## src/rtl/fft_frame_sequencer_pkg.sv

```systemverilog
// Shared types and helpers for the FFT frame sequencer.
package fft_seq_pkg;

    localparam int FFT_N    = 512;
    localparam int HALF     = FFT_N / 2;
    // Magnitude helper works on sign-extended components up to this width
    localparam int MAG_IN_W = 32;

    typedef enum logic [2:0] {IDLE, LOAD, START, WAIT, READ, REPORT} state_t;

    // |re| + |im|, one bit wider than the inputs so -2^(w-1) is exact
    function automatic logic [MAG_IN_W:0] l1_mag(input logic signed [MAG_IN_W-1:0] re,
                                                 input logic signed [MAG_IN_W-1:0] im);
        logic signed [MAG_IN_W:0] re_x, im_x;
        logic [MAG_IN_W:0] re_abs, im_abs;
        re_x   = re;
        im_x   = im;
        re_abs = re_x[MAG_IN_W] ? -re_x : re_x;
        im_abs = im_x[MAG_IN_W] ? -im_x : im_x;
        return re_abs + im_abs;
    endfunction

endpackage

```

## src/rtl/fft_frame_sequencer_if.sv

```systemverilog
// Sample stream, fft_top control/load/readout and result signals.
interface fft_seq_if #(
    parameter int bit_width = 16,
    parameter int M         = 9
);
    logic                     run;
    logic                     sample_valid;
    logic [bit_width-1:0]     sample_in;
    logic                     sample_ready;
    logic                     fft_load;
    logic [M-1:0]             fft_adr;
    logic [2*bit_width-1:0]   fft_rd;
    logic                     fft_start;
    logic                     fft_done;
    logic [2*bit_width-1:0]   fft_wd;
    logic [M-1:0]             peak_bin;
    logic [bit_width:0]       peak_mag;
    logic                     result_valid;
    logic                     busy;
    logic                     timeout_err;

    // Sequencer side
    modport master (
        input  run, sample_valid, sample_in, fft_done, fft_wd,
        output sample_ready, fft_load, fft_adr, fft_rd, fft_start,
               peak_bin, peak_mag, result_valid, busy, timeout_err
    );

    // Environment side (front-end, fft_top, note detector)
    modport slave (
        output run, sample_valid, sample_in, fft_done, fft_wd,
        input  sample_ready, fft_load, fft_adr, fft_rd, fft_start,
               peak_bin, peak_mag, result_valid, busy, timeout_err
    );
endinterface

```

## src/rtl/fft_frame_sequencer_peak_tracker.sv

```systemverilog
// Running maximum over a bin/magnitude stream; ties keep the earliest bin.
module peak_tracker #(
    parameter int M     = 9,
    parameter int MAG_W = 17
) (
    input  logic             clk,
    input  logic             reset,
    input  logic             clear,
    input  logic             valid,
    input  logic [M-1:0]     bin,
    input  logic [MAG_W-1:0] mag,
    output logic [M-1:0]     max_bin,
    output logic [MAG_W-1:0] max_mag
);
    logic [M-1:0]     best_bin;
    logic [MAG_W-1:0] best_mag;

    // Winner including the current beat, so the caller can capture it on the last beat
    always_comb begin
        max_bin = best_bin;
        max_mag = best_mag;
        if (valid && (mag > best_mag)) begin
            max_bin = bin;
            max_mag = mag;
        end
    end

    // Hold the running winner
    always_ff @(posedge clk) begin
        if (reset || clear) begin
            best_bin <= '0;
            best_mag <= '0;
        end else begin
            best_bin <= max_bin;
            best_mag <= max_mag;
        end
    end
endmodule

```

## src/rtl/fft_frame_sequencer.sv

```systemverilog
// Collects N samples into fft_top, starts it, reads back the lower half-spectrum
// and reports the peak-magnitude bin.
module fft_frame_sequencer
    import fft_seq_pkg::*;
#(
    parameter int bit_width = 16,
    parameter int M         = 9,
    parameter int N         = 512,
    parameter int TIMEOUT   = 65535
) (
    input logic       clk,
    input logic       reset,
    fft_seq_if.master bus
);
    localparam int half_n = N / 2;
    localparam int MAG_W  = bit_width + 1;

    state_t                      state, state_nxt;
    logic [M-1:0]                count, count_nxt;
    logic [M-1:0]                rd_cnt, rd_cnt_nxt;
    logic [31:0]                 wd, wd_nxt;
    logic                        set_timeout, capture;
    logic                        timeout_q;
    logic [M-1:0]                peak_bin_q;
    logic [MAG_W-1:0]            peak_mag_q;
    logic                        trk_clear, trk_valid;
    logic [M-1:0]                trk_bin, max_bin;
    logic [MAG_W-1:0]            wd_mag, max_mag;
    logic [bit_width-1:0]        wd_re, wd_im;

    assign wd_re  = bus.fft_wd[2*bit_width-1:bit_width];
    assign wd_im  = bus.fft_wd[bit_width-1:0];
    assign wd_mag = MAG_W'(l1_mag({{(MAG_IN_W-bit_width){wd_re[bit_width-1]}}, wd_re},
                                  {{(MAG_IN_W-bit_width){wd_im[bit_width-1]}}, wd_im}));

    peak_tracker #(.M(M), .MAG_W(MAG_W)) u_peak (
        .clk     (clk),
        .reset   (reset),
        .clear   (trk_clear),
        .valid   (trk_valid),
        .bin     (trk_bin),
        .mag     (wd_mag),
        .max_bin (max_bin),
        .max_mag (max_mag)
    );

    // Next state and per-cycle outputs; everything is held at 0 while reset is high
    always_comb begin
        state_nxt        = state;
        count_nxt        = count;
        rd_cnt_nxt       = rd_cnt;
        wd_nxt           = wd;
        set_timeout      = 1'b0;
        capture          = 1'b0;
        trk_clear        = 1'b0;
        trk_valid        = 1'b0;
        trk_bin          = rd_cnt - M'(1);
        bus.sample_ready = 1'b0;
        bus.fft_load     = 1'b0;
        bus.fft_adr      = '0;
        bus.fft_rd       = '0;
        bus.fft_start    = 1'b0;
        bus.result_valid = 1'b0;
        bus.busy         = 1'b0;
        if (!reset) begin
            bus.busy = (state != IDLE);
            case (state)
                IDLE: begin
                    if (bus.run) begin
                        state_nxt = LOAD;
                        count_nxt = '0;
                    end
                end
                LOAD: begin
                    bus.sample_ready = 1'b1;
                    if (bus.sample_valid) begin
                        bus.fft_load = 1'b1;
                        bus.fft_adr  = count;
                        bus.fft_rd   = {bus.sample_in, {bit_width{1'b0}}};
                        count_nxt    = count + M'(1);
                        if (count == M'(N - 1)) state_nxt = START;
                    end
                end
                START: begin
                    bus.fft_start = 1'b1;
                    wd_nxt        = '0;
                    state_nxt     = WAIT;
                end
                WAIT: begin
                    if (bus.fft_done) begin
                        state_nxt  = READ;
                        rd_cnt_nxt = '0;
                        trk_clear  = 1'b1;
                    end else if (wd == 32'(TIMEOUT - 1)) begin
                        state_nxt   = IDLE;
                        set_timeout = 1'b1;
                    end else begin
                        wd_nxt = wd + 32'd1;
                    end
                end
                READ: begin
                    // fft_wd lags fft_adr by one cycle, so the tracker sees bin rd_cnt-1;
                    // bins 0 (DC) is skipped and the last count is a drain-only cycle
                    trk_valid  = (rd_cnt >= M'(2));
                    rd_cnt_nxt = rd_cnt + M'(1);
                    if (rd_cnt == M'(half_n)) begin
                        capture   = 1'b1;
                        state_nxt = REPORT;
                    end else begin
                        bus.fft_adr = rd_cnt;
                    end
                end
                REPORT: begin
                    bus.result_valid = 1'b1;
                    if (bus.run) begin
                        state_nxt = LOAD;
                        count_nxt = '0;
                    end else begin
                        state_nxt = IDLE;
                    end
                end
                default: state_nxt = IDLE;
            endcase
        end
    end

    // State, counters and result registers
    always_ff @(posedge clk) begin
        if (reset) begin
            state      <= IDLE;
            count      <= '0;
            rd_cnt     <= '0;
            wd         <= '0;
            timeout_q  <= 1'b0;
            peak_bin_q <= '0;
            peak_mag_q <= '0;
        end else begin
            state  <= state_nxt;
            count  <= count_nxt;
            rd_cnt <= rd_cnt_nxt;
            wd     <= wd_nxt;
            if (set_timeout) timeout_q <= 1'b1;
            if (capture) begin
                peak_bin_q <= max_bin;
                peak_mag_q <= max_mag;
            end
        end
    end

    assign bus.peak_bin    = reset ? '0 : peak_bin_q;
    assign bus.peak_mag    = reset ? '0 : peak_mag_q;
    assign bus.timeout_err = reset ? 1'b0 : timeout_q;
endmodule

```

## src/flat_wrapper.sv

```systemverilog
// flat-port wrapper written by rule: the top's interface ports become plain ports
module fft_frame_sequencer_flat import fft_seq_pkg::*;
#(
    parameter int bit_width = 16,
    parameter int M         = 9,
    parameter int N         = 512,
    parameter int TIMEOUT   = 65535
)
  (clk, reset, bus_run, bus_sample_valid, bus_sample_in, bus_fft_done, bus_fft_wd, bus_sample_ready, bus_fft_load, bus_fft_adr, bus_fft_rd, bus_fft_start, bus_peak_bin, bus_peak_mag, bus_result_valid, bus_busy, bus_timeout_err);
  fft_seq_if #(.bit_width(bit_width), .M(M)) bus_i ();
  input logic clk;
  input logic reset;
  input wire logic [$bits(bus_i.run)-1:0] bus_run;
  input wire logic [$bits(bus_i.sample_valid)-1:0] bus_sample_valid;
  input wire logic [$bits(bus_i.sample_in)-1:0] bus_sample_in;
  input wire logic [$bits(bus_i.fft_done)-1:0] bus_fft_done;
  input wire logic [$bits(bus_i.fft_wd)-1:0] bus_fft_wd;
  output wire logic [$bits(bus_i.sample_ready)-1:0] bus_sample_ready;
  output wire logic [$bits(bus_i.fft_load)-1:0] bus_fft_load;
  output wire logic [$bits(bus_i.fft_adr)-1:0] bus_fft_adr;
  output wire logic [$bits(bus_i.fft_rd)-1:0] bus_fft_rd;
  output wire logic [$bits(bus_i.fft_start)-1:0] bus_fft_start;
  output wire logic [$bits(bus_i.peak_bin)-1:0] bus_peak_bin;
  output wire logic [$bits(bus_i.peak_mag)-1:0] bus_peak_mag;
  output wire logic [$bits(bus_i.result_valid)-1:0] bus_result_valid;
  output wire logic [$bits(bus_i.busy)-1:0] bus_busy;
  output wire logic [$bits(bus_i.timeout_err)-1:0] bus_timeout_err;
  assign bus_i.run = bus_run;
  assign bus_i.sample_valid = bus_sample_valid;
  assign bus_i.sample_in = bus_sample_in;
  assign bus_i.fft_done = bus_fft_done;
  assign bus_i.fft_wd = bus_fft_wd;
  assign bus_sample_ready = bus_i.sample_ready;
  assign bus_fft_load = bus_i.fft_load;
  assign bus_fft_adr = bus_i.fft_adr;
  assign bus_fft_rd = bus_i.fft_rd;
  assign bus_fft_start = bus_i.fft_start;
  assign bus_peak_bin = bus_i.peak_bin;
  assign bus_peak_mag = bus_i.peak_mag;
  assign bus_result_valid = bus_i.result_valid;
  assign bus_busy = bus_i.busy;
  assign bus_timeout_err = bus_i.timeout_err;
  fft_frame_sequencer #(.bit_width(bit_width), .M(M), .N(N), .TIMEOUT(TIMEOUT)) u_core (.clk(clk), .reset(reset), .bus(bus_i));
endmodule
```

## config.mk

```make
export PLATFORM = sky130hd
export DESIGN_NAME = fft_frame_sequencer_flat
export DESIGN_NICKNAME = d
export VERILOG_FILES = /design/src/rtl/fft_frame_sequencer_pkg.sv /design/src/rtl/fft_frame_sequencer_if.sv /design/src/rtl/fft_frame_sequencer_peak_tracker.sv /design/src/rtl/fft_frame_sequencer.sv /design/src/flat_wrapper.sv
export SDC_FILE = /design/constraint.sdc
export NUM_CORES = 1
export LEC_CHECK = 0
export CORE_MARGIN = 2
export CORE_UTILIZATION = 30
export DETAILED_ROUTE_END_ITERATION = 8
export GPL_ROUTABILITY_DRIVEN = 0
export PLACE_DENSITY_LB_ADDON = 0.25
export SETUP_SLACK_MARGIN = 0.5
export SYNTH_ARGS = -nofsm -noshare
export SYNTH_HDL_FRONTEND = slang
export SYNTH_HIERARCHICAL = 1
export SYNTH_SLANG_ARGS = --single-unit
```

## constraint.sdc

```tcl
create_clock -name clk -period 5.6 [get_ports clk]
set_input_delay 0.84 -clock clk [delete_from_list [all_inputs] [get_ports clk]]
set_output_delay 0.84 -clock clk [all_outputs]
set_load 0.005 [all_outputs]
```

==> results.toml <==
[run_status]
status = "finished, final reports clean"

[worst_setup_path]
startpoint = "bus_fft_wd[19]"
crit_required_ns = 5.85
crit_path_frequent_cell = "or4_4"
worstSetupPathType = "in -> reg"
path_delay_family = "simple AND/OR/NAND/NOR gates"
start_kind = "primary input"
path_cells = "buf_6, or4_4, or4_4, nand2_4, xnor2_2, ha_1, a21o_1, a31oi_2, a21boi_1, a211o_1, o21ai_2, o21ai_2, ha_1, nand4_1, or4_4, a31o_4, a31oi_4, buf_12, buf_12, buf_16, mux2_4, mux2_4"
ff2ff_setup_slack_ns = 2.20
critPathMaxStageDelay_ns = 0.54
cp_max_fo = 8
path_buf_inv = 4
reg2reg_to = "u_core/peak_bin_q[7]"
r2r_start = "u_core/state[2]"
arrival_ns = 5.81
crit_slowest_cell = "or4_4"
r2r_cells = 11
endpoint_kind = "flop"

[route]
wire_per_inst_um = 13.6
top_layer_used = "met4"
postRouteAntennaNets = 0
num_vias = 6817
wl_met3_um = 683
viasPerCell = 4.80
drt-met1-wl_mm = 9.22
drtIter0Drc = 339
drtPass1Iterations = 5
met2_length_mm = 9.16
drc_errors = 0
wl_mm = 19.3

[power]
peakVddDrop_mv = 0.133
p_per_area_nw_per_um2 = 191
power.leakage_nw = 4.01

[final_layout]
utilization_pct = 42.2
regArea_um2 = 2120
fillerInstances = 2452
final_cell_area_um2 = 10300
diodes = 0
fin_nets = 1187
drive_above_1_share_pct = 21.7
final_cell_mix = "buf_4 (111), dfxtp_1 (106), nand2_1 (102)"
syn2layout_area_growth_pct = 37.9
final_common_cell = "buf_4"
multi_input_area_um2 = 5250

[clocking]
clk_pin_slew_worst_paths_ns = 0.07
cts_tree = "yes"
cts.sinks = 106
htreeDepth = 3
numCtsBuffers = 9
cts_max_path_buffers = 2
worstSkewPairLatency_ns = 0.35
clockRootBuffer = "clkbuf_16"

[synth]
syn_inst = 893
synth_top_area_cell = "dfxtp_1"
avgSynthCellArea_um2 = 8.36
synth_edf_count = 0
synthTopCellsByArea = "dfxtp_1 (28%), xnor2_1 (7.5%), ha_1 (7.2%)"
syn_area_um2 = 7470
synth_seq_cells = 106
ys.flop_type = "dfxtp_1"
yosysTopAreaCellShare_pct = 28.4
ys_seq_area_share_pct = 28.4
async_flop_share_pct = 0
yosys_warnings = 6
ys_types = 68

[die]
die_x_um = 162
initial_utilization_pct = 30.6
rows = 57
fp.coreArea_um2 = 24400
top_level_ports = 126
dieHeight_um = 162
dieArea_um2 = 26200

[placed_design]
place_area_um2 = 9490
numPortBuffers = 109
pre_cts_ws_ns = -0.608
dp_hpwl_mm = 14.0

[min_path]
hold-path-cell-count = 2
hp-class = "reg -> reg"
whs_endpoint = "u_core/u_peak/best_bin[3]"
min_from = "u_core/u_peak/best_bin[3]"

[timing]
rsz0062_at_grt = "yes"
whs_ns = 0.464
fmax_mhz = 180
setup_violations = 0
tightest_slew_ns = 1.16
drv_slew = 0
slew_headroom_pct = 22.7
hold_viol_final = 0
fin_crit_ns = 5.56
fin_crit_sh_pct = 99.3
layout_setup_ws_ns = 0.0371
skew_ns = 0.00759

[run]
maxCapViolCount = 0

[global_routing]
track_usage_pct = 14.9
grt_pass1_vias = 6662
grt_pass1_wl_mm = 32.5
grt_max_degree = 53
grt.overflow.total = 0
antenna_found_initial = 0
synthesized netlist by cell type, drive strengths merged, types with 2 or more instances:
| master | count |
|---|---|
| nand3b | 3 |
| xor2 | 13 |
| o31ai | 12 |
| dfxtp | 106 |
| and2 | 3 |
| or3 | 5 |
| a21boi | 3 |
| nand2 | 105 |
| or4 | 14 |
| nand4 | 21 |
| nor4b | 6 |
| a31oi | 6 |
| o41ai | 2 |
| nor3 | 8 |
| o21a | 3 |
| a31o | 2 |
| nor2 | 82 |
| nor4 | 10 |
| and4 | 3 |
| a211oi | 12 |
| a22oi | 10 |
| o211ai | 4 |
| nand3 | 23 |
| mux2 | 56 |
| nand2b | 5 |
| a21oi | 37 |
| a41oi | 2 |
| mux2i | 28 |
| and3 | 27 |
| ha | 43 |
| a22o | 2 |
| xnor2 | 64 |
| a21o | 7 |
| o21ai | 26 |
| or2 | 3 |
| nor2b | 31 |
| buf | 29 |
| inv | 34 |
| clkbuf | 30 |
| nor3b | 4 |
where the power goes:
part | leakage [nW] | total [mW] | switching (mW) | internal, mW
sequential | 0.854 | 0.757 | 0.00314 | 0.754
combinational | 3.02 | 0.602 | 0.295 | 0.308
clock | 0.136 | 0.611 | 0.294 | 0.317
total | 4.01 | 1.97 | 0.592 | 1.38
stage by stage:
step           total power, mW  TNS, ns  cells
6_report                  1.97        0   1419
5_1_grt                   2.10    -1.95   1419
4_1_cts                   1.98   -0.282   1413
3_5_place_dp              1.34   -19.54   1379
3_3_place_gp              1.34   -14.36   1379
2_1_floorplan             1.10        0    908
tightest hold or removal path, delay by kind of cell (launching register included):
kind             cells  cell delay, ns
multiplexers         1            0.05
AND/OR/NAND/NOR      1            0.05
flip-flops           1            0.31
worst max path at each step:
stage / slack (ns) / end / depth (start not counted)
5_1_grt: -0.13 / u_core/peak_bin_q[7] / 22
3_3_place_gp: -0.50 / u_core/peak_mag_q[9] / 19
3_5_place_dp: -0.61 / u_core/peak_mag_q[6] / 20
4_1_cts: -0.03 / u_core/peak_bin_q[4] / 21
6_report: 0.04 / u_core/peak_bin_q[7] / 22
2_1_floorplan: 0.07 / u_core/peak_mag_q[15] / 19
sequential cells by signal (all words and copies together) (netlist names):
register                flops
u_core/state                3
u_core/wd                  32
u_core/u_peak/best_bin      9
u_core/rd_cnt               9
u_core/timeout_q            1
u_core/u_peak/best_mag     17
u_core/count                9
u_core/peak_mag_q          17
u_core/peak_bin_q           9
what timing repair did:
action,CTS,global route
setup buffers,14,6
hold buffers,0,0
pin swaps,29,23
setup endpoints to repair,52,52
cloned,4,0
gates resized for setup,67,24
cell type report:
cell class | instances | area share (%)
clock buffers | 11 | 2.36
well taps | 324 | 3.93
flip-flops and latches | 106 | 20.6
clock inverters | 5 | 0.376
repair buffers | 230 | 20.5
inverters | 34 | 1.24
multi-input cells | 709 | 51.0
metal layers:
layer | vias up | global-route usage (%)
met5 | - | 0
met4 | 0 | 3.74
met3 | 17 | 2.81
met2 | 112 | 25.4
met1 | 3187 | 19.3
li1 | 3501 | -
cell families after synthesis:
kind of cell	synth area share, %
AOI/OAI and AO/OA	11.5
xor gates and xnor gates	9.03
adders and majority gates	7.47
buffers and inverters	6.16
DFF	28.4
muxes	12.7
other	0.0502
and+or+nand+nor	24.6
No activity file was read; power rests on OpenSTA's default activity.
